<file path="config.mk">
export PLATFORM = sky130hd
export DESIGN_NAME = sram_axi_responder
export DESIGN_NICKNAME = d
export VERILOG_FILES = /design/src/rtl/sram_axi_responder_pkg.sv /design/src/rtl/sram_wstrb_gen.sv /design/src/rtl/sram_axi_responder.sv
export SDC_FILE = /design/constraint.sdc
export NUM_CORES = 1
export LEC_CHECK = 0
export ABC_AREA = 1
export ABC_CLOCK_PERIOD_IN_PS = 2200
export BUFFER_PORTS_ARGS = -buffer_cell sky130_fd_sc_hd__buf_2
export CAP_MARGIN = 15
export CORE_AREA = 2 2 118 120
export CTS_BUF_LIST = sky130_fd_sc_hd__clkbuf_2 sky130_fd_sc_hd__clkbuf_4 sky130_fd_sc_hd__clkbuf_8
export DETAILED_ROUTE_END_ITERATION = 10
export DIE_AREA = 0 0 120 122
export PLACE_DENSITY = 0.59
export SYNTH_ARGS = -nofsm -noshare
export SYNTH_HDL_FRONTEND = slang
export SYNTH_SLANG_ARGS = --single-unit
export TNS_END_PERCENT = 5
</file>
<file path="constraint.sdc">
create_clock -name clk -period 2.2 [get_ports clk]
set_input_delay 0.11 -clock clk [delete_from_list [all_inputs] [get_ports clk]]
set_output_delay 0.11 -clock clk [all_outputs]
set_load 0.02 [all_outputs]
</file>
<file path="src/rtl/sram_axi_responder_pkg.sv">
// Shared types and constants for the SRAM-like to AXI3 single-beat responder.
package sram_axi_responder_pkg;

  typedef enum logic [2:0] {
    IDLE,
    RD_AR,
    RD_R,
    WR_AW_W,
    WR_B
  } state_t;

  localparam logic [1:0] SIZE_BYTE = 2'd0;
  localparam logic [1:0] SIZE_HALF = 2'd1;
  localparam logic [1:0] SIZE_WORD = 2'd2;

  localparam logic [1:0] AXI_BURST_INCR = 2'b01;
  localparam logic [3:0] AXI_LEN_SINGLE = 4'd0;

  // The undefined size code 3 is issued on the bus as a full word.
  function automatic logic [2:0] axi_size(input logic [1:0] size);
    return (size == 2'd3) ? {1'b0, SIZE_WORD} : {1'b0, size};
  endfunction

endpackage

</file>
<file path="src/rtl/sram_wstrb_gen.sv">
// Byte-lane write strobe from the SRAM-side size code and low address bits.
module sram_wstrb_gen
  import sram_axi_responder_pkg::*;
(
  input  logic [1:0] size,
  input  logic [1:0] addr_lo,
  output logic [3:0] wstrb
);

  always_comb begin
    case (size)
      SIZE_BYTE: wstrb = 4'b0001 << addr_lo;
      SIZE_HALF: wstrb = 4'b0011 << {addr_lo[1], 1'b0};
      default:   wstrb = 4'b1111;
    endcase
  end

endmodule

</file>
<file path="src/rtl/sram_axi_responder.sv">
// Bridges an SRAM-like request/response port onto AXI3, one single-beat transaction at a time.
module sram_axi_responder
  import sram_axi_responder_pkg::*;
#(
  parameter logic [3:0] AXI_ID = 4'd0
) (
  input  logic        clk,
  input  logic        rst_n,
  // SRAM-like side
  input  logic        req,
  input  logic        wr,
  input  logic [1:0]  size,
  input  logic [31:0] addr,
  input  logic [31:0] wdata,
  output logic [31:0] rdata,
  output logic        addr_ok,
  output logic        data_ok,
  // AXI read address
  output logic [3:0]  arid,
  output logic [31:0] araddr,
  output logic [3:0]  arlen,
  output logic [2:0]  arsize,
  output logic [1:0]  arburst,
  output logic [1:0]  arlock,
  output logic [3:0]  arcache,
  output logic [2:0]  arprot,
  output logic        arvalid,
  input  logic        arready,
  // AXI read data (data bus prefixed to avoid clashing with the SRAM-side rdata)
  input  logic [3:0]  rid,
  input  logic [31:0] axi_rdata,
  input  logic [1:0]  rresp,
  input  logic        rlast,
  input  logic        rvalid,
  output logic        rready,
  // AXI write address
  output logic [3:0]  awid,
  output logic [31:0] awaddr,
  output logic [3:0]  awlen,
  output logic [2:0]  awsize,
  output logic [1:0]  awburst,
  output logic [1:0]  awlock,
  output logic [3:0]  awcache,
  output logic [2:0]  awprot,
  output logic        awvalid,
  input  logic        awready,
  // AXI write data
  output logic [3:0]  wid,
  output logic [31:0] axi_wdata,
  output logic [3:0]  wstrb,
  output logic        wlast,
  output logic        wvalid,
  input  logic        wready,
  // AXI write response
  input  logic [3:0]  bid,
  input  logic [1:0]  bresp,
  input  logic        bvalid,
  output logic        bready
);

  state_t      state;
  logic        aw_done;
  logic        w_done;
  logic        wr_reg;
  logic [1:0]  size_reg;
  logic [31:0] addr_reg;
  logic [31:0] wdata_reg;
  logic        aw_fire;
  logic        w_fire;

  // Response ids, codes and rlast carry no information for single-beat, error-tolerant use.
  logic unused_inputs;
  assign unused_inputs = ^{rid, bid, rresp, bresp, rlast};

  assign addr_ok = (state == IDLE);
  assign arvalid = (state == RD_AR);
  assign rready  = (state == RD_R);
  assign awvalid = (state == WR_AW_W) && !aw_done;
  assign wvalid  = (state == WR_AW_W) && !w_done;
  assign bready  = (state == WR_B);
  assign aw_fire = awvalid && awready;
  assign w_fire  = wvalid && wready;

  assign rdata   = axi_rdata;
  assign data_ok = wr_reg ? (bready && bvalid) : (rready && rvalid);

  assign arid    = AXI_ID;
  assign araddr  = addr_reg;
  assign arlen   = AXI_LEN_SINGLE;
  assign arsize  = axi_size(size_reg);
  assign arburst = AXI_BURST_INCR;
  assign arlock  = 2'b00;
  assign arcache = 4'b0000;
  assign arprot  = 3'b000;

  assign awid    = AXI_ID;
  assign awaddr  = addr_reg;
  assign awlen   = AXI_LEN_SINGLE;
  assign awsize  = axi_size(size_reg);
  assign awburst = AXI_BURST_INCR;
  assign awlock  = 2'b00;
  assign awcache = 4'b0000;
  assign awprot  = 3'b000;

  assign wid       = AXI_ID;
  assign axi_wdata = wdata_reg;
  assign wlast     = 1'b1;

  sram_wstrb_gen u_wstrb_gen (
    .size    (size_reg),
    .addr_lo (addr_reg[1:0]),
    .wstrb   (wstrb)
  );

  always_ff @(posedge clk or negedge rst_n) begin
    if (!rst_n) begin
      state     <= IDLE;
      aw_done   <= 1'b0;
      w_done    <= 1'b0;
      wr_reg    <= 1'b0;
      size_reg  <= 2'd0;
      addr_reg  <= 32'd0;
      wdata_reg <= 32'd0;
    end else begin
      case (state)
        IDLE: begin
          if (req) begin
            wr_reg    <= wr;
            size_reg  <= size;
            addr_reg  <= addr;
            wdata_reg <= wdata;
            state     <= wr ? WR_AW_W : RD_AR;
          end
        end
        RD_AR:   if (arready) state <= RD_R;
        RD_R:    if (rvalid)  state <= IDLE;
        WR_AW_W: begin
          // Either channel may finish first; both finishing together also completes.
          if ((aw_done || aw_fire) && (w_done || w_fire)) begin
            aw_done <= 1'b0;
            w_done  <= 1'b0;
            state   <= WR_B;
          end else begin
            aw_done <= aw_done || aw_fire;
            w_done  <= w_done || w_fire;
          end
        end
        WR_B:    if (bvalid) state <= IDLE;
        default: state <= IDLE;
      endcase
    end
  end

endmodule
</file>
==> out/qor.csv <==
stage,metric,value,unit
outcome,outcome,"finished, final reports clean",
flow_run,drv_cap,0,
routing,via_per_inst,3.88,
synth,netlist-cell-type-count,16,
critical_path,critPathLaunch,state[2],
synth,synth-edff-count,0,
power,power.density,1410,nW/µm²
floorplan,die_w,120,µm
placed_design,dp_worst_setup_slack,0.280,ns
critical_path,cp.arrival,2.09,ns
timing,setup_viol,0,
timing,timing.fmax,0.557,GHz
clock_network,tritoncts,done,
routing,postRouteAntennaNets,0,
finish,nFillCells,1369,
synth,syn_inst,466,
critical_path,crit_path_start_kind,flop,
routing,wire_per_inst,11.3,µm
floorplan,die_y,122,µm
timing,slew_headroom,39.2,%
synth,synth-compound-area-share,1.47,%
clock_network,cts_sinks,72,
global_route,antenna_found_initial,0,
power,p_leak,2.96,nW
placed_design,gp_congestion,0.738,
clock_network,cts-htree-levels,3,
synth,synthAdderAreaFrac,0,%
placed_design,place_area,4170,µm²
clock_network,clk_latency,0.35,ns
routing,drt_iter0_drc,136,
global_route,grt_overflow,0,
finish,syn_to_final_growth,34.4,%
synth,synth-seq-cells,72,
finish,fin_util,37.4,%
timing,drv_slew,0,
synth,synth_most_common_cell,nand2_1,
global_route,grt-busiest-layer,met2,
global_route,met2_usage,22.3,%
floorplan,core-area,13500,µm²
finish,design_area,5050,µm²
synth,yosys_warnings,0,
power,ir_drop,0.558,mV
critical_path,cp.required,2.49,ns
global_route,grt_start_max_net_pins,73,
timing,min_period,1.80,ns
power,p_switching,0.00351,W
timing,worst_pin_slew,0.912,ns
synth,synth_top_family_by_area,buffers and inverters,
synth,synth_common_cells,"208 x nand2_1, 112 x buf_4, 72 x dfrtp_1",
global_route,grt_pass1_vias,2961,
timing,fin_ws,0.405,ns
clock_network,clk_pin_slew_worst_paths,0.08,ns
worst_hold_path,hold_class,in2reg,
timing,rsz0062_at_grt,no,
floorplan,dieArea,14600,µm²
placed_design,port_buffers,185,
synth,synthArstFlopShare,100,%
synth,synth_xor_area_share,0,%
finish,n_antenna_cell,0,
clock_network,post_cts_buffers,0,
finish,final_layout_size_suffix_gt1_share,31.7,%
timing,final_hold_viol_count,0,
clock_network,ctsHoldBuffers,68,
synth,postSynthAreaPerCell,8.06,µm²
synth,synth.top_cell.area_share,48.0,%
clock_network,cts_buffers,9,
critical_path,path_class,reg2reg,
timing,holdWs,0.0502,ns
synth,synthFlopType,dfrtp_1,
critical_path,worstPathMaxFanout,72,
power,p_sw_share,49.4,%
clock_network,cts_root_buf,clkbuf_8,
power,power_frac_seq,33.4,%
clock_network,cts_resized,0,
global_route,met3_usage,3.84,%
timing,timing.setup.tns,0,ns
clock_network,cts_buffer_depth,2,
critical_path,reg2reg_from,state[2],
global_route,use_met1,14.0,%
global_route,grt_pass1_wl,14300,µm
power,p_int,0.00361,W
synth,ys_top_cells_by_area,"dfrtp_1 48%, buf_4 22%, nand2_1 21%",
finish,nets,769,
placed_design,dp_hpwl,6050,µm
synth,synth.largest_area_cell,dfrtp_1,
synth,synth-simple-area-share,24.1,%
routing,via_count,3240,
routing,drcViolationCount,0,
routing,firstDrtPassIters,4,
floorplan,start_util,27.8,%
global_route,grt.total_usage,12.7,%
floorplan,std_cell_rows,43,
timing,fin_crit_sh,81.6,%
synth,syn_area,3760,µm²
power,combPwrFrac,53.2,%
synth,ys_seq_area_share,48.0,%
floorplan,ioPinCount,308,
routing,totalWireLength,9420,µm
worst_hold_path,hp-start,bvalid,
critical_path,end_kind,flop,
power,clockPowerShare,13.4,%
synth,synthMuxAreaShare,0,%
timing,fin_worst_skew,0.00922,ns
## logic make-up after synthesis
group | count (synthesis)
buffers and inverters | 147
and+or+nand+nor | 234
DFF | 72
other | 2
AOI/OAI and AO/OA | 11
## worst max-delay path: stages, from the launching register on
cell,delay [ns]
dfrtp_1,0.44
nor2_2,0.19
nand2_1,0.13
nor2_4,0.11
buf_4,0.58
nand2_1,0.14
nand2_1,0.10
## cell usage in the layout (no fill, tap or decap), drive strengths merged
cell type    Yosys  layout
nand2          208     208
nand3            9       9
clkinv           0       2
nor3             1       1
dfrtp           72      72
conb             2      45
clkbuf           1      11
nand3b           1       1
buf            125     187
clkinvlp         0       3
o21ai           11      11
inv             21      21
dlygate4sd3      0      68
nor2            15      15
## layout make-up
cell class                      count  area [µm²]  share of cell area, %
Clock buffer                       11         145                   2.87
Clock inverter                      5        32.5                  0.644
Inverter                           21        78.8                   1.56
Multi-Input combinational cell    290        1130                   22.4
Sequential cell                    72        1800                   35.7
Tap cell                          180         225                   4.46
Timing Repair Buffer              255        1640                   32.4
## path summary, 6_finish.rpt
check / end / slack (ns) / cells after the start
max: axi_wdata[13] / 0.40 / 6
min: state[2] / 0.05 / 3
max in group asynchronous: araddr[17] / 1.17 / 2
max reg2reg: axi_wdata[13] / 0.40 / 6
min reg2reg: axi_wdata[2] / 0.47 / 2
min in group asynchronous: wr_reg / 0.43 / 2
## layer usage
metal	routed length (µm)	part of all wire, %
met5	0	0
met4	265	2.8
met3	735	7.8
met2	4800	51
met1	3620	38
## through the flow
stage / instances / total power [W]
after global routing: 834 / 0.00773
final: 834 / 0.00712
after detailed placement: 749 / 0.00611
after global placement: 749 / 0.00608
after CTS: 833 / 0.00720
after floorplan: 509 / 0.00533
## power groups by stage
| stage | clock, W | combinational [W] | sequential, W |
|---|---|---|---|
| after global placement | 0 | 0.00368 | 0.00240 |
| after CTS | 0.00102 | 0.00380 | 0.00239 |
| after floorplan | 0 | 0.00229 | 0.00304 |
| after detailed placement | 0 | 0.00371 | 0.00240 |
| final | 0.000951 | 0.00379 | 0.00238 |
| after global routing | 0.00107 | 0.00418 | 0.00248 |
Power figures use the tool's default switching activity.
